**src/rtl/plot_pkg.sv**
```systemverilog
// Shared definitions for the plot arbiter: screen size defaults, pixel field
// widths and the controller state type.
package plot_pkg;

   localparam int SCREEN_W_DEF = 160;
   localparam int SCREEN_H_DEF = 120;
   localparam int X_W          = 8;
   localparam int Y_W          = 7;
   localparam int COLOR_W      = 3;

   typedef enum logic [0:0] {
      S_ARB   = 1'b0,
      S_CLEAR = 1'b1
   } state_t;

endpackage

```
**src/rtl/rr_arbiter.sv**
```systemverilog
// Round-robin selector.
//   req    : request vector
//   ptr    : index of the previous winner; the search starts at ptr+1 mod NREQ
//   gnt    : one-hot grant (all zero when no request)
//   winner : index of the granted requester (0 when none)
//   any    : at least one request present
module rr_arbiter
   import plot_pkg::*;
#(
   parameter int NREQ = 3,
   parameter int IW   = (NREQ > 1) ? $clog2(NREQ) : 1
) (
   input  logic [NREQ-1:0] req,
   input  logic [IW-1:0]   ptr,
   output logic [NREQ-1:0] gnt,
   output logic [IW-1:0]   winner,
   output logic            any
);

   function automatic logic [IW-1:0] rot_idx(input logic [IW-1:0] p, input int i);
      return IW'((int'(p) + 1 + i) % NREQ);
   endfunction

   always_comb begin
      gnt    = '0;
      winner = '0;
      any    = 1'b0;
      for (int i = 0; i < NREQ; i++) begin
         if (!any && req[rot_idx(ptr, i)]) begin
            any                  = 1'b1;
            gnt[rot_idx(ptr, i)] = 1'b1;
            winner               = rot_idx(ptr, i);
         end
      end
   end

endmodule

```
**src/rtl/plot_arbiter.sv**
```systemverilog
// Framebuffer write arbiter: shares one pixel write port between NREQ draw
// requesters (round-robin) and a full-screen clear sweep.
//   clk, reset (async, active low)
//   req/req_x/req_y/req_color : packed per-requester plot requests
//   gnt                        : combinational one-hot grant pulse
//   clear_start/clear_color    : start a full-screen fill
//   clear_busy/clear_done      : sweep in progress / one-cycle completion pulse
//   x/y/color_draw/plot        : registered pixel write to the framebuffer
//   oob                        : granted pixel dropped because it is off-screen
//
// state   | meaning
// S_ARB   | arbitrating draw requests; clear_start wins over req
// S_CLEAR | sweeping every pixel with the latched clear color
module plot_arbiter
   import plot_pkg::*;
#(
   parameter int SCREEN_W = SCREEN_W_DEF,
   parameter int SCREEN_H = SCREEN_H_DEF,
   parameter int NREQ     = 3
) (
   input  logic                    clk,
   input  logic                    reset,
   input  logic [NREQ-1:0]         req,
   input  logic [NREQ*X_W-1:0]     req_x,
   input  logic [NREQ*Y_W-1:0]     req_y,
   input  logic [NREQ*COLOR_W-1:0] req_color,
   output logic [NREQ-1:0]         gnt,
   input  logic                    clear_start,
   input  logic [COLOR_W-1:0]      clear_color,
   output logic                    clear_busy,
   output logic                    clear_done,
   output logic [X_W-1:0]          x,
   output logic [Y_W-1:0]          y,
   output logic [COLOR_W-1:0]      color_draw,
   output logic                    plot,
   output logic                    oob
);

   localparam int IW = (NREQ > 1) ? $clog2(NREQ) : 1;

   state_t               state, state_nxt;
   logic [IW-1:0]        ptr, ptr_nxt, winner;
   logic [NREQ-1:0]      arb_gnt;
   logic                 arb_any;
   logic [X_W-1:0]       clr_x, clr_x_nxt, x_nxt, win_x;
   logic [Y_W-1:0]       clr_y, clr_y_nxt, y_nxt, win_y;
   logic [COLOR_W-1:0]   color_nxt, win_color;
   logic                 plot_nxt, oob_nxt, busy_nxt, done_nxt;
   logic                 clr_last, win_off;

   rr_arbiter #(.NREQ(NREQ), .IW(IW)) u_rr (
      .req    (req),
      .ptr    (ptr),
      .gnt    (arb_gnt),
      .winner (winner),
      .any    (arb_any)
   );

   assign win_x     = req_x[int'(winner)*X_W +: X_W];
   assign win_y     = req_y[int'(winner)*Y_W +: Y_W];
   assign win_color = req_color[int'(winner)*COLOR_W +: COLOR_W];
   assign win_off   = (32'(win_x) >= SCREEN_W) || (32'(win_y) >= SCREEN_H);
   // clr_x/clr_y track the pixel currently presented on x/y during a sweep
   assign clr_last  = (clr_x == X_W'(SCREEN_W - 1)) && (clr_y == Y_W'(SCREEN_H - 1));

   always_ff @(posedge clk or negedge reset) begin
      if (!reset) state <= S_ARB;
      else        state <= state_nxt;
   end

   always_comb begin
      state_nxt = state;
      case (state)
         S_ARB:   if (clear_start) state_nxt = S_CLEAR;
         S_CLEAR: if (clr_last)    state_nxt = S_ARB;
         default: state_nxt = S_ARB;
      endcase
   end

   always_comb begin
      gnt       = '0;
      ptr_nxt   = ptr;
      x_nxt     = x;
      y_nxt     = y;
      color_nxt = color_draw;
      plot_nxt  = 1'b0;
      oob_nxt   = 1'b0;
      busy_nxt  = 1'b0;
      done_nxt  = 1'b0;
      clr_x_nxt = clr_x;
      clr_y_nxt = clr_y;
      case (state)
         S_ARB: begin
            if (clear_start) begin
               // first clear pixel goes out in the very next cycle
               x_nxt     = '0;
               y_nxt     = '0;
               color_nxt = clear_color;
               plot_nxt  = 1'b1;
               busy_nxt  = 1'b1;
               clr_x_nxt = '0;
               clr_y_nxt = '0;
            end else if (arb_any) begin
               // gnt is also qualified by reset so nothing is granted while held in reset
               gnt       = reset ? arb_gnt : '0;
               ptr_nxt   = winner;
               x_nxt     = win_x;
               y_nxt     = win_y;
               color_nxt = win_color;
               plot_nxt  = !win_off;
               oob_nxt   = win_off;
            end
         end
         S_CLEAR: begin
            if (clr_last) begin
               done_nxt  = 1'b1;
               clr_x_nxt = '0;
               clr_y_nxt = '0;
            end else begin
               if (clr_x == X_W'(SCREEN_W - 1)) begin
                  clr_x_nxt = '0;
                  clr_y_nxt = clr_y + 1'b1;
               end else begin
                  clr_x_nxt = clr_x + 1'b1;
               end
               x_nxt    = clr_x_nxt;
               y_nxt    = clr_y_nxt;
               plot_nxt = 1'b1;
               busy_nxt = 1'b1;
            end
         end
         default: ;
      endcase
   end

   // ptr holds the last winner, so NREQ-1 makes requester 0 the first choice
   always_ff @(posedge clk or negedge reset) begin
      if (!reset) begin
         ptr        <= IW'(NREQ - 1);
         x          <= '0;
         y          <= '0;
         color_draw <= '0;
         plot       <= 1'b0;
         oob        <= 1'b0;
         clear_busy <= 1'b0;
         clear_done <= 1'b0;
         clr_x      <= '0;
         clr_y      <= '0;
      end else begin
         ptr        <= ptr_nxt;
         x          <= x_nxt;
         y          <= y_nxt;
         color_draw <= color_nxt;
         plot       <= plot_nxt;
         oob        <= oob_nxt;
         clear_busy <= busy_nxt;
         clear_done <= done_nxt;
         clr_x      <= clr_x_nxt;
         clr_y      <= clr_y_nxt;
      end
   end

endmodule

```
**config.mk**
```make
export PLATFORM = sky130hd
export DESIGN_NAME = plot_arbiter
export DESIGN_NICKNAME = d
export VERILOG_FILES = /design/src/rtl/plot_pkg.sv /design/src/rtl/rr_arbiter.sv /design/src/rtl/plot_arbiter.sv
export SDC_FILE = /design/constraint.sdc
export NUM_CORES = 1
export LEC_CHECK = 0
export ABC_AREA = 1
export CORE_ASPECT_RATIO = 1.1
export CORE_MARGIN = 5
export CORE_UTILIZATION = 40
export DETAILED_ROUTE_END_ITERATION = 8
export PLACE_DENSITY = 0.7
export SETUP_SLACK_MARGIN = 0.05
export SYNTH_ARGS = -nofsm -noshare
export SYNTH_HDL_FRONTEND = slang
export SYNTH_HIERARCHICAL = 1
export SYNTH_SLANG_ARGS = --single-unit
```
**constraint.sdc**
```tcl
create_clock -name clk -period 4.4 [get_ports clk]
set_clock_uncertainty 0.1 [all_clocks]
set_input_delay 0.66 -clock clk [delete_from_list [all_inputs] [get_ports clk]]
set_output_delay 0.66 -clock clk [all_outputs]
set_load 0.05 [all_outputs]
```
==> results of run 1 <==
==> final timing paths <==
check	start	to	slack, ps	cells past startpoint
setup / recovery	req[2]	gnt[0]	1120	9
hold / removal	reset	clr_x[5]	360	2
setup reg to reg	ptr[0]	x[1]	1300	19
hold reg to reg	y[4]	y[4]	380	2
max in group asynchronous	reset	ptr[1]	3450	2
min in group clk	y[4]	y[4]	380	2
==> area by class of cell <==
| class | count | area share [%] |
|---|---|---|
| Clock buffer | 5 | 1.794 |
| Sequential cell | 39 | 25.47 |
| Timing Repair Buffer | 90 | 22.96 |
| Inverter | 60 | 6.034 |
| Clock inverter | 3 | 0.3914 |
| Tap cell | 85 | 2.772 |
| Multi-Input combinational cell | 326 | 40.57 |
==> sequential cells by signal, summed over array words and instances (netlist names) <==
register,cells
color_draw,3
x,8
y,7
clear_busy,1
oob,1
clr_y,7
ptr,2
plot,1
clear_done,1
clr_x,8
==> metrics by stage <==
step / hold WS (ps) / setup slack (ps) / instances / utilization, % / total power [mW]
finish: 359.8 / 1123 / 608 / 55.06 / 2.147
floorplan: 264.4 / 943.6 / 436 / - / 1.499
global placement: 367.3 / 1112 / 600 / 53.86 / 1.884
detailed placement: 368.9 / 1018 / 600 / 53.86 / 1.910
CTS: 380.6 / 1114 / 608 / 55.06 / 2.153
global route: 403.0 / 856.2 / 608 / 55.06 / 2.327
==> cell usage in the layout, fill, tap and decap left out, types with 2 or more instances in the layout <==
cell type and n:
a21boi_0 2, a21oi_1 15, buf_4 6, clkbuf_8 5, clkdlybuf4s50_1 83, clkinv_2 4
dfrtp_1 38, ha_1 6, inv_1 53, inv_2 5, nand2_1 155, nand2_2 4
nand2_4 4, nand3_1 44, nand3_2 2, nand4_1 3, nor2_1 27, nor3_1 2
nor3b_1 3, o21a_1 2, o21ai_0 48, xor2_1 2
==> routing by layer <==
metal | track usage, % | up-vias
met5 | 0 | -
met1 | 23.37 | 1352
met3 | 4.622 | 12
li1 | - | 1552
met4 | 5.040 | 0
met2 | 32.32 | 121
==> where the power goes <==
group | internal [mW] | total, mW | switching, mW | leakage (nW)
logic | 0.440 | 1.28 | 0.843 | 1.45
registers | 0.503 | 0.626 | 0.124 | 0.467
clock network | 0.109 | 0.238 | 0.129 | 0.0477
total | 1.05 | 2.15 | 1.10 | 1.97
==> worst max-delay path, delay by kind of cell <==
family	cells	cell delay, ps
AND/OR/NAND/NOR	5	830
buffers and inverters	3	820
AO/OA/AOI/OAI	1	200
==> synth_stat cells <==
cell type,n,area [µm²]
nand4_1,3,18.77
a21boi_0,2,15.01
o31ai_4,1,21.27
nor3_1,2,10.01
or2_1,1,6.260
clkinv_4,1,8.760
nor2_8,1,20.02
dfstp_2,1,26.28
a21oi_1,15,75.07
nor2_1,27,101.4
buf_6,2,22.52
buf_2,5,25.02
nand3_1,44,220.2
ha_1,6,75.07
a31oi_1,1,6.260
inv_1,53,198.9
nand2_1,155,581.8
nand2_4,4,45.04
o21ai_0,48,240.2
inv_2,5,18.77
o22ai_1,1,6.260
xor2_1,2,17.52
o21ai_2,1,8.760
o21a_1,2,15.01
dfrtp_1,38,950.9
o21ai_1,1,5.000
clkinv_2,1,5.000
nand3_2,2,20.02
nor3b_1,3,22.52
clkbuf_1,4,15.01
nand2_2,4,25.02
==> cells by family (layout without fill, tap and decap cells) <==
logic type | count (synthesis) | after routing | synth area share, %
simple gates | 246 | 246 | 37.88
compound gates | 72 | 72 | 13.89
buf+inv | 71 | 158 | 10.40
flops | 39 | 39 | 34.56
fa+ha+maj | 6 | 6 | 2.655
xor+xnor | 2 | 2 | 0.6196
==> flow_summary_export.csv, run 1 <==
group,metric,value,unit
floorplanning,die_h,98.19,µm
routing,wl_met3,615,µm
sta,period_share,74.47,%
global_route,grt_pass1_wl,13750,µm
global_route,grt_max_degree,40,
layout,antenna_cells,0,
routing,m1WireLength,3605,µm
logic_synthesis,synth_area_per_cell,6.486,µm²
place,portBuffers,87,
routing,vias,3037,
worst_setup_path,crit_path_cell_trace,"clkdlybuf4s50_1 > inv_1 > o21ai_0 > nand2_2 > nand2_2 > or2_1 > nand2_1 > nor3b_1 > buf_4",
floorplanning,die_w,90.17,µm
routing,firstDrtPassIters,4,
floorplanning,io_pins,88,
worst_setup_path,critPathRequiredTime,3640,ps
routing,ant_nets,0,
logic_synthesis,synthDistinctLibCells,31,
clock_network,clk_path_buf_depth,2,
logic_synthesis,ys_seq_elements,39,
clock_network,cts_post_setup_buffers_inserted,0,
clock_network,clockRootBuffer,"clkbuf_8",
routing,wl_met2,3911,µm
floorplanning,core,6967,µm²
layout,fillers,712,
routing,drtIter0Drc,198,
floorplanning,start_util,40.59,%
place,place_area,3752,µm²
worst_setup_path,cpPeakStageDelay,490,ps
clock_network,path_clk_slew,80,ps
worst_setup_path,path_class,"in -> out",
layout,seqCellArea,977.2,µm²
sta,setup_viol,0,
power,ir_drop,0.0003319,V
outcome,status,"finished, final reports clean",
layout,syn2layout_area_growth,35.66,%
worst_setup_path,crit_path_frequent_cell,"nand2_2",
worst_setup_path,worst-path-max-fanout,8,
power,power_leakage,1.966,nW
global_route,grt_pass1_vias,2978,
floorplanning,num_rows,32,
layout,drive_gt1_share,6.883,%
floorplanning,die-area,8853,µm²
clock_network,clock-sinks,39,
clock_network,h-tree-depth,2,
layout,final_area,3836,µm²
routing,viasPerCell,4.995,
global_route,grt_overflow,0,
flow_run,maxCapViolCount,0,
sta,fin_setup_tns,0,ps
logic_synthesis,ys_warn_count,6,
worst_setup_path,slowest_stage,"clkdlybuf4s50_1",
clock_network,clk-insertion-delay-late,290,ps
sta,tightest_slew,623.3,ps
place,gp_congestion,0.9012,
sta,timing.slew.headroom,58.45,%
clock_network,cts_resized,0,
logic_synthesis,synth_cells,436,
logic_synthesis,syn-num-nets,505,
layout,nets,591,
global_route,antenna_found_initial,0,
clock_network,cts_tree,"done",
place,dpl.hpwl,6534,µm
power,cellPowerDensity,559.7,nW/µm²
logic_synthesis,yosysSeqAreaShare,34.56,%
min_path,min_path_type,"in -> async",
routing,drc,0,
worst_setup_path,arrival,2520,ps
routing,wl,8249,µm
sta,hold_viol,0,
sta,period_needed,3277,ps
global_route,grt_usage,18.75,%
clock_network,cts_buffers,5,
routing,top_layer_used,"met4",
clock_network,ctsHoldBuffers,0,
sta,rsz0062_at_grt,"false",
logic_synthesis,synth_area,2828,µm²
routing,wl_per_cell,13.57,µm
worst_setup_path,crit_path_end_kind,"output pin",
sta,max_freq,305.2,MHz
worst_setup_path,start_kind,"primary input",
sta,drv_slew,0,
layout,multiInputGateArea,1556,µm²
(Power assumes the default switching activity.)
==> run 2: changes to the inputs <==
- clock period: 4.4 -> 3.27 ns (I/O delays scaled with it)
==> run 2 against run 1 <==
- critical path depth is the same
- via count is 0.30% lower
- register-to-register slack got worse by 890 ps
- sequential cell count did not move
- final area is 2.9% higher
- non-clock buffer count up 2
- combinational power increased by 36%
- total power grew 39%
- global-route usage grew 0.17 points
- sequential share of layout area is 0.72 points lower
- wire length rose by 0.62%
- hold slack worse by 120 ps
- highest routed layer unchanged
==> flow_summary_export.csv, run 2 (synthesis gave the netlist of run 1 again) <==
group,metric,value,unit
outcome,status,"finished, final reports clean",
routing,wl,8300,µm
clock_network,cts_tree,"done",
worst_setup_path,slowest_stage,"dfrtp_1",
routing,wl_per_cell,13.61,µm
worst_setup_path,r2r_end,"x[7]",
floorplanning,num_rows,32,
worst_setup_path,r2r_cells,18,
floorplanning,io_pins,88,
worst_setup_path,r2r-start,"ptr[0]",
routing,drc,0,
layout,antenna_cells,0,
layout,top_regs,"clr_x: 8 flops, x: 8 flops",
place,dp_slack,239.3,ps
layout,drive_gt1_share,8.000,%
floorplanning,core,6967,µm²
global_route,grt_usage,18.93,%
routing,ant_nets,0,
clock_network,clk-insertion-delay-late,290,ps
global_route,antenna_found_initial,0,
power,cellPowerDensity,754.8,nW/µm²
place,dp_cells,602,
sta,drv_slew,0,
worst_setup_path,critPathRequiredTime,2680,ps
worst_setup_path,crit_path_end_kind,"output pin",
place,portBuffers,87,
layout,nets,593,
clock_network,cts_buffers,5,
clock_network,h-tree-depth,2,
place,dpl.hpwl,6501,µm
layout,syn2layout_area_growth,39.60,%
global_route,grt_pass1_wl,14020,µm
sta,timing.slew.headroom,57.35,%
sta,setup_viol,0,
routing,vias,3028,
worst_setup_path,crit_path_cell_trace,"inv_1 > ha_1 > o21ai_0 > nand2_2 > nand2_2 > or2_1 > nand2_2 > nor3b_2 > buf_12",
sta,rsz0062_at_grt,"false",
worst_setup_path,start_kind,"register",
routing,drtIter0Drc,158,
floorplanning,die_w,90.17,µm
power,ir_drop,0.0004694,V
flow_run,maxCapViolCount,0,
place,gp_congestion,0.8514,
worst_setup_path,arrival,2430,ps
routing,firstDrtPassIters,4,
global_route,grt_overflow,0,
layout,layout_common_cells,"154 x nand2_1, 83 x clkdlybuf4s50_1, 53 x inv_1",
global_route,grt_max_degree,40,
clock_network,clockRootBuffer,"clkbuf_8",
sta,period_share,92.32,%
layout,fillers,663,
sta,period_needed,3019,ps
worst_setup_path,path_class,"reg -> out",
floorplanning,die_h,98.19,µm
global_route,grt_pass1_vias,2997,
layout,instances_no_fill,610,
clock_network,clk_path_buf_depth,2,
clock_network,cts_resized,0,
worst_setup_path,crit_path_frequent_cell,"nand2_2",
sta,max_freq,331.2,MHz
power,power_leakage,2.010,nW
worst_setup_path,r2r_slack,410,ps
worst_setup_path,worst-path-max-fanout,8,
worst_setup_path,cpPeakStageDelay,410,ps
clock_network,cts_post_setup_buffers_inserted,0,
sta,setup_slack,251.0,ps
clock_network,ctsHoldBuffers,0,
layout,final_common_cell,"nand2_1",
sta,tightest_slew,639.7,ps
routing,viasPerCell,4.964,
floorplanning,start_util,40.59,%
min_path,min_path_type,"in -> async",
clock_network,clock-sinks,39,
sta,hold_viol,0,
clock_network,path_clk_slew,90,ps
floorplanning,die-area,8853,µm²
## run 2: changes by cell type in the layout (fill, tap and decap cells not counted), sizes merged
cell / before / now
clkinv: 5 / 4
buf: 7 / 9
bufinv: 0 / 1
## run 2: power breakdown
group          switching, mW  internal [mW]  leakage (nW)
Clock                  0.180          0.227        0.0581
Sequential             0.161          0.676         0.467
Combinational           1.13          0.606          1.49
Total                   1.47           1.51          2.01
## run 2: cell type report
class	instances	area [µm²]	share of cell area, %
clock inverters	3	43.79	1.109
repair buffers	92	933.4	23.64
well taps	85	106.4	2.694
clock buffers	5	68.82	1.743
flip-flops and latches	39	977.2	24.75
inverters	60	231.5	5.864
multi-input cells	326	1587	40.19
## run 2: metrics by stage
step                      hold WS (ps)  util [%]  TNS (ps)  instance area, µm²  power (mW)
after global placement           366.1     54.62         0                3805       2.538
final                            235.4     56.66         0                3948       2.980
after floorplan                  94.91         -    -50.64                2828       2.016
after global routing             259.7     56.66         0                3948       3.243
after CTS                        232.5     56.23         0                3918       2.986
after detailed placement         372.9     54.62         0                3805       2.573
## run 2: worst max path at each step
| stage | cells past startpoint | end | start | slack (ps) |
|---|---|---|---|---|
| after floorplan | 7 | gnt[0] | ptr[1] | -20 |
| after global placement | 15 | x[7] | req[2] | 310 |
| after detailed placement | 15 | x[7] | req[2] | 240 |
| after CTS | 9 | gnt[1] | ptr[0] | 90 |
| after global routing | 9 | gnt[2] | ptr[0] | 60 |
| final | 9 | gnt[2] | ptr[0] | 250 |
## run 2: layer usage
layer  vias up  routed length [µm]  share of wire (%)  global-route usage, %
met2        90                3871                 47                  31.19
li1       1565                   -                  -                      -
met4         0                 163                2.0                  5.384
met5         -                   0                  0                      0
met3        12                 533                6.4                  5.316
met1      1361                3732                 45                  24.25
## run 2: worst max-delay path: cells and delay by family (launching register included)
kind / cells / cell delay (ps)
buffers and inverters: 2 / 250
AND/OR/NAND/NOR: 5 / 830
flip-flops: 1 / 410
AO/OA/AOI/OAI: 1 / 250
adder cells (fa/ha/maj): 1 / 410
==> run 3: changes to the inputs <==
- SKIP_LAST_GASP: not set -> 1
==> results of run 3 <==
Final layout, timing and power as in run 2 (identical DEF).
